===== src/rtl/regfile_sb.sv =====
// regfile_sb: 2-read/1-write register file with byte-enabled writes, asynchronous
// clear of every entry and a per-register busy scoreboard for long-latency writebacks.
//
// Optional feature: define RF_WB_BYPASS_EN to forward the writeback port onto the
// read ports in the same cycle. Without it, reads reflect only stored state.

module regfile_sb #(
  parameter int unsigned DW      = 32,
  parameter int unsigned AW      = 5,
  parameter bit          ZERO_R0 = 1'b1
) (
  input  logic            clk,
  input  logic            rst,
  input  logic            we,
  input  logic [AW-1:0]   wa,
  input  logic [DW-1:0]   wd,
  input  logic [DW/8-1:0] wbe,
  input  logic [AW-1:0]   ra1,
  input  logic [AW-1:0]   ra2,
  output logic [DW-1:0]   rd1,
  output logic [DW-1:0]   rd2,
  input  logic            sb_set,
  input  logic [AW-1:0]   sb_a,
  input  logic            sb_flush,
  output logic            busy1,
  output logic            busy2,
  output logic            any_busy
);

  localparam int unsigned Depth = 2 ** AW;
  localparam int unsigned NB    = DW / 8;

  logic [DW-1:0]    rf_q [Depth];
  logic [DW-1:0]    rf_d [Depth];
  logic [Depth-1:0] busy_q, busy_d;
  logic [Depth-1:0] wr_hit, set_hit;
  logic [DW-1:0]    wmask;

  logic [AW-1:0]    ra     [2];
  logic [DW-1:0]    rd_v   [2];
  logic             busy_v [2];

  assign ra[0] = ra1;
  assign ra[1] = ra2;

  // Expand byte enables into a bit mask over the data word.
  always_comb begin
    wmask = '0;
    for (int b = 0; b < int'(NB); b++) begin
      wmask[8*b +: 8] = {8{wbe[b]}};
    end
  end

  // Decode write and scoreboard-set addresses; entry 0 is excluded when hardwired to zero.
  always_comb begin
    wr_hit  = '0;
    set_hit = '0;
    for (int e = 0; e < int'(Depth); e++) begin
      wr_hit[e]  = we && (wa == AW'(e)) && !(ZERO_R0 && (e == 0));
      set_hit[e] = sb_set && (sb_a == AW'(e)) && !(ZERO_R0 && (e == 0));
    end
  end

  // Next-state data: merge enabled bytes into the addressed entry.
  always_comb begin
    for (int e = 0; e < int'(Depth); e++) begin
      rf_d[e] = rf_q[e];
      if (wr_hit[e]) begin
        rf_d[e] = (wd & wmask) | (rf_q[e] & ~wmask);
      end
    end
  end

  // Next-state busy bits: flush beats set, and a new producer beats the writeback clear.
  always_comb begin
    busy_d = (busy_q & ~wr_hit) | set_hit;
    if (sb_flush) begin
      busy_d = '0;
    end
  end

  // Storage and scoreboard state; reset clears everything and aborts any write in flight.
  always_ff @(posedge clk or negedge rst) begin
    if (!rst) begin
      for (int e = 0; e < int'(Depth); e++) begin
        rf_q[e] <= '0;
      end
      busy_q <= '0;
    end else begin
      for (int e = 0; e < int'(Depth); e++) begin
        rf_q[e] <= rf_d[e];
      end
      busy_q <= busy_d;
    end
  end

  // Combinational read ports, with optional same-cycle writeback forwarding.
  always_comb begin
    for (int p = 0; p < 2; p++) begin
      rd_v[p]   = '0;
      busy_v[p] = 1'b0;
      if (!(ZERO_R0 && (ra[p] == '0))) begin
        rd_v[p]   = rf_q[ra[p]];
        busy_v[p] = busy_q[ra[p]];
`ifdef RF_WB_BYPASS_EN
        if (we && (wa == ra[p])) begin
          rd_v[p]   = (wd & wmask) | (rf_q[ra[p]] & ~wmask);
          busy_v[p] = sb_set && (sb_a == ra[p]);
        end
`endif
      end
      // Forwarded write data must not leak out while reset is held.
      if (!rst) begin
        rd_v[p]   = '0;
        busy_v[p] = 1'b0;
      end
    end
  end

  // Drive the status and data outputs.
  always_comb begin
    rd1      = rd_v[0];
    rd2      = rd_v[1];
    busy1    = busy_v[0];
    busy2    = busy_v[1];
    any_busy = rst && (|busy_q);
  end

endmodule


===== config.mk =====
export PLATFORM = sky130hd
export DESIGN_NAME = regfile_sb
export DESIGN_NICKNAME = d
export VERILOG_FILES = /design/src/rtl/regfile_sb.sv
export SDC_FILE = /design/constraint.sdc
export NUM_CORES = 2
export LEC_CHECK = 0
export ABC_CLOCK_PERIOD_IN_PS = 3100
export CORE_ASPECT_RATIO = 1.5
export CORE_MARGIN = 4
export CORE_UTILIZATION = 60
export DETAILED_ROUTE_END_ITERATION = 6
export DONT_BUFFER_PORTS = 1
export PLACE_DENSITY = 0.82
export SLEW_MARGIN = 5
export SYNTH_ARGS = -nofsm -noshare
export SYNTH_HDL_FRONTEND = slang
export SYNTH_SLANG_ARGS = --single-unit

===== constraint.sdc =====
create_clock -name clk -period 3.1 [get_ports clk]
set_input_delay 0.465 -clock clk [delete_from_list [all_inputs] [get_ports clk]]
set_output_delay 0.465 -clock clk [all_outputs]
set_load 0.01 [all_outputs]

After elaboration in Yosys (flattened, before gate mapping)
Cells that the tools add are included.
{"block": "totals", "register_bits": 1024, "latch_bits": 0, "mem_bits_rw": 0, "rom_bits": 0, "out_inout_bits": 67, "word_cells": 252, "memories": 0}
{"block": "op_classes", "n_addsub": 0, "multipliers": 0, "n_div": 0, "magnitude_cmp": 4, "eq_ne": 62, "n_shift": 0, "mux": 19, "bitwise": 69, "reduce_logical": 66}
{"op": "32-bit bitwise AND", "n": 33}
{"op": "32-bit OR", "n": 32}
{"op": "32-bit binary-select mux with 5-bit select", "n": 2}
{"op": "32-bit two-way mux", "n": 9}
{"op": "5-bit == test (second input constant)", "n": 32}
{"op": "5-bit by 4-bit == test with 1-bit output (second input constant)", "n": 16}
{"op": "32-bit NOT", "n": 2}
{"op": "1-bit logical AND", "n": 63}
{"op": "5-bit by 3-bit == test with 1-bit output (second input constant)", "n": 8}
{"op": "32-bit OR reduction", "n": 1}
{"op": "5-bit by 2-bit == test with 1-bit output (second input constant)", "n": 4}
{"op": "6-bit >= comparator (second input constant)", "n": 2}
{"op": "5-bit by 6-bit less-than comparator with 1-bit output (second input constant)", "n": 2}
{"op": "5-bit NOT with 6-bit output", "n": 2}
{"op": "1-bit binary-select mux with 5-bit select", "n": 2}
{"op": "5-bit by 1-bit == test with 1-bit output (second input constant)", "n": 2}
{"op": "5-bit zero test", "n": 2}
{"op": "1-bit two-way mux", "n": 6}

Longest topological paths before layout
{"block": "logic_depth", "depth_word": 6, "depth_mapped": 9}

Worst setup path before layout
No wires, ideal clock.
{"block": "synth_timing", "path_kind": "input port to output port", "start": "in ra1[0]", "end": "out rd1[11]", "arrival_ps": 2155, "setup_slack_ps": 480, "stages": 7, "cell_sequence": "buf_2 > buf_6 > buf_2 > mux4_2 > mux4_2 > nand2_1 > o21ai_1"}
{"block": "synth_via", "elab_chain_cells": 6, "word_cells_on_any_way": 7, "cone_classes": "mux (5); bitwise (1); reduce/logical (1)"}
{"element": "from (decl)", "line_no": "18", "text": "input logic [AW-1:0] ra1,"}
{"element": "5-bit NOT with 6-bit output (not written as such)", "line_no": "103", "text": "rd_v[p] = rf_q[ra[p]];"}
{"element": "32-bit binary-select mux with 5-bit select", "line_no": "103"}
{"element": "32-bit two-way mux (not written as such) (2 in series)", "line_no": "103"}
{"element": "32-bit two-way mux *", "line_no": "102", "text": "if (!(ZERO_R0 && (ra[p] == '0))) begin"}
{"element": "32-bit two-way mux *", "line_no": "113", "text": "if (!rst) begin"}
{"element": "to (decl)", "line_no": "20", "text": "output logic [DW-1:0] rd1,"}
Mark *: on every way between the ends. The rest lies on a longest branch, timed or not. The select of a mux whose other input is x is not followed.

Worst setup path after layout
{"block": "layout_timing", "start": "in ra1[0]", "end": "out rd1[13]"}
Same word-level chain as after synthesis.

==> metrics.cfg <==
[run_status]
run_status=complete, but fails checks
failed_checks=DRC, hold timing, setup timing

[die]
start_util_pct=60.41
die_area_um2=97370
floorplan.io_pins=128
die_height_um=380.2
rows=136
die_x_um=256.1
coreArea_um2=91720

[grt]
overflow=0
grt_max_degree=1056
grt_pass1_vias=38220
number_of_antenna_violations_at_the_first_check_in_global_routing=9
global_route.usage.total_pct=33.28
grt_pass1_wl_mm=245.4

[yosys]
post_synth_cell_types=42
postSynthNetCount=3800
post-synth-top-area-fraction_pct=46.20
post_synth_main_area_contributors=sky130_fd_sc_hd__dfrtp_1 46%, sky130_fd_sc_hd__mux2_2 23%, sky130_fd_sc_hd__mux4_2 20%
synthArstFlopShare_pct=100.0
number_of_enable_flip_flop_cells_after_synthesis=0
synth_top_flop_cell=sky130_fd_sc_hd__dfrtp_1
average_cell_area_after_synthesis_um2=14.82
sequential_element_share_of_the_synthesized_area_pct=46.20
synth.cell_area_um2=55410
synthesis.yosys.warnings=0
synth.ff_latch_count=1023
synth_top_area_cell=sky130_fd_sc_hd__dfrtp_1
synthesis.instances=3739

[worst_hold_path]
hold_path_class=in -> async

[worst_setup_path]
startpoint_type_of_the_worst_setup_path=input port
worst_path_buf_inv=2
critPathCaptureType=primary output
path_max_fanout=269
worstPathRequired_ns=2.63
path_delay_family=multiplexers
critical-path-max-stage-delay_ns=0.87
worst-endpoint-arrival_ns=2.98
critical-path-slowest-cell=sky130_fd_sc_hd__mux4_2
timing.critical_path.cells=mux4_2 > mux4_2 > mux2i_4 > buf_6 > nor2_4 > buf_6
crit_path_category=in -> out

[clocking]
clock_sink_count=1023
cts-htree-levels=3
clock_insertion_delay_worst_skew_ns=0.69
clock_buffers_created_by_tritoncts=95
number_of_buffers_between_clock_root_and_the_deepest_sink=3
root_buffer=sky130_fd_sc_hd__clkbuf_16
cts_tree=yes
clock_slew_at_reported_path_ffs_ns=0.06

[timing]
finalHoldViolations=172
min_period_over_period_pct=111.1
rsz0062_at_grt=yes
timing_max_transition_violations_final=0
worst_pin_slew_ns=1.357
fmaxAchievable_mhz=290.2
worst_hold_slack_ns=-0.5050
timing.max_slew.rel_slack_pct=9.231
fin_skew_ns=0
final-setup-viol-count=23
finalWorstPathRequiredPeriod_ns=3.446
final.setup.worst_slack_ns=-0.3456

[finish]
layout.cells.most_common_list=1141 x sky130_fd_sc_hd__mux2_2, 1023 x sky130_fd_sc_hd__dfrtp_1, 498 x sky130_fd_sc_hd__mux4_2
layout-area-overhead-vs-synth_pct=10.28
layout.cell_area.non_filler_um2=61110
layout.cells.most_common=sky130_fd_sc_hd__mux2_2
drive_above_1_share_pct=53.13
fin_nets=3814

[power_and_ir_drop]
fin_total_pwr_uw=34280
pwr_density_cell_nw_per_um2=561.0
maximum_ir_drop_on_the_vdd_rail_v=0.0004458
p_leak_uw=0.02718

[placed_design]
port_buffers=0
placed_area_um2=56760
post-dp-hpwl_mm=98.87
place.gp.congestion=0.8688

[drt]
1st_iter_drt_viols=4221
wire_per_inst_um=33.22
ant_nets=0
detail_route.first_pass.iterations=7
route.final.wire_length_mm=166.2
drc=1
detailroute.via_count=36870
number_of_vias_per_cell_after_detailed_routing=7.368

[flow_run]
max_cap_violations=0

-- path summary, 6_finish.rpt --
check	start	endpoint	slack, ns	depth (start not counted)
worst max-delay path	ra1[0]	rd1[13]	-0.35	6
worst min-delay path	rst	busy_q[24]	-0.51	0
worst max register to register	rf_q[589]	rf_q[589]	2.16	2
worst min register to register	rf_q[609]	rf_q[609]	0.52	1
max in group asynchronous	rst	rf_q[89]	1.96	3
min in group clk	sb_a[4]	busy_q[29]	0.06	4
-- final cells by class --
class                   instances  area, µm²
clock buffers                 136       2796
diodes                          8      20.02
inverters                       1      3.754
clock inverters                31      369.1
repair buffers                232       2282
fillers                      6050      30610
multi-input cells            2400      28570
flip-flops and latches       1023      25600
well taps                    1173       1468
-- cell usage after synthesis (29+ instances only) --
master / count
sky130_fd_sc_hd__nor2b_1: 62
sky130_fd_sc_hd__nor2_1: 67
sky130_fd_sc_hd__mux4_2: 498
sky130_fd_sc_hd__nor3_1: 53
sky130_fd_sc_hd__clkbuf_1: 188
sky130_fd_sc_hd__mux2i_1: 38
sky130_fd_sc_hd__dfrtp_1: 1023
sky130_fd_sc_hd__nand2_1: 191
sky130_fd_sc_hd__o21ai_0: 42
sky130_fd_sc_hd__a221oi_1: 52
sky130_fd_sc_hd__buf_2: 75
sky130_fd_sc_hd__mux2_2: 1142
sky130_fd_sc_hd__a21oi_1: 73
sky130_fd_sc_hd__a211oi_1: 29
-- logic make-up after synthesis --
family,count (synthesis),synth area share (%)
muxes,1678,44.14
DFF,1023,46.20
and+or+nand+nor,424,3.523
buffers and inverters,316,2.608
AOI/OAI and AO/OA,298,3.532
-- metal layers --
metal / vias up / wire [µm] / share of wire (%) / global-route usage (%)
met5: - / 41 / 0.025 / 0
met1: 19540 / 56120 / 34 / 40.81
li1: 14520 / - / - / -
met3: 612 / 16240 / 9.8 / 8.009
met2: 2196 / 81410 / 49 / 53.65
met4: 6 / 12420 / 7.5 / 20.69
-- worst reg2reg max path: stages, from the launching register on --
cell	delay, ns
sky130_fd_sc_hd__dfrtp_1	0.41
sky130_fd_sc_hd__buf_4	0.16
sky130_fd_sc_hd__mux2_2	0.26
-- through the flow --
step	utilization (%)	instances	setup TNS [ns]	setup slack, ns
final	66.63	5004	-3.326	-0.3456
after global routing	66.61	4999	-0.6424	-0.1719
after floorplan	-	3739	0	0.4802
after CTS	65.96	4976	-0.1200	-0.07132
after global placement	61.88	4767	-0.6679	-0.08645
after detailed placement	61.88	4767	-0.7054	-0.1332
-- what timing repair did --
action                                  in CTS  in global routing
setup buffers                                5                  1
pin swaps                                    0                  6
cloned                                       0                  7
hold buffers                                37                  8
hold endpoints to repair                  2046                554
endpoints found under the setup margin      17                 63
resized for setup                           16                 27
-- sequential cells by signal, indices dropped and copies added, names as in the netlist --
name and flops:
busy_q 31, rf_q 992
-- power breakdown --
part	internal (µW)	switching [µW]
clock network	6920	5190
logic	3620	2140
registers	15100	1330
(Power assumes the default switching activity.)
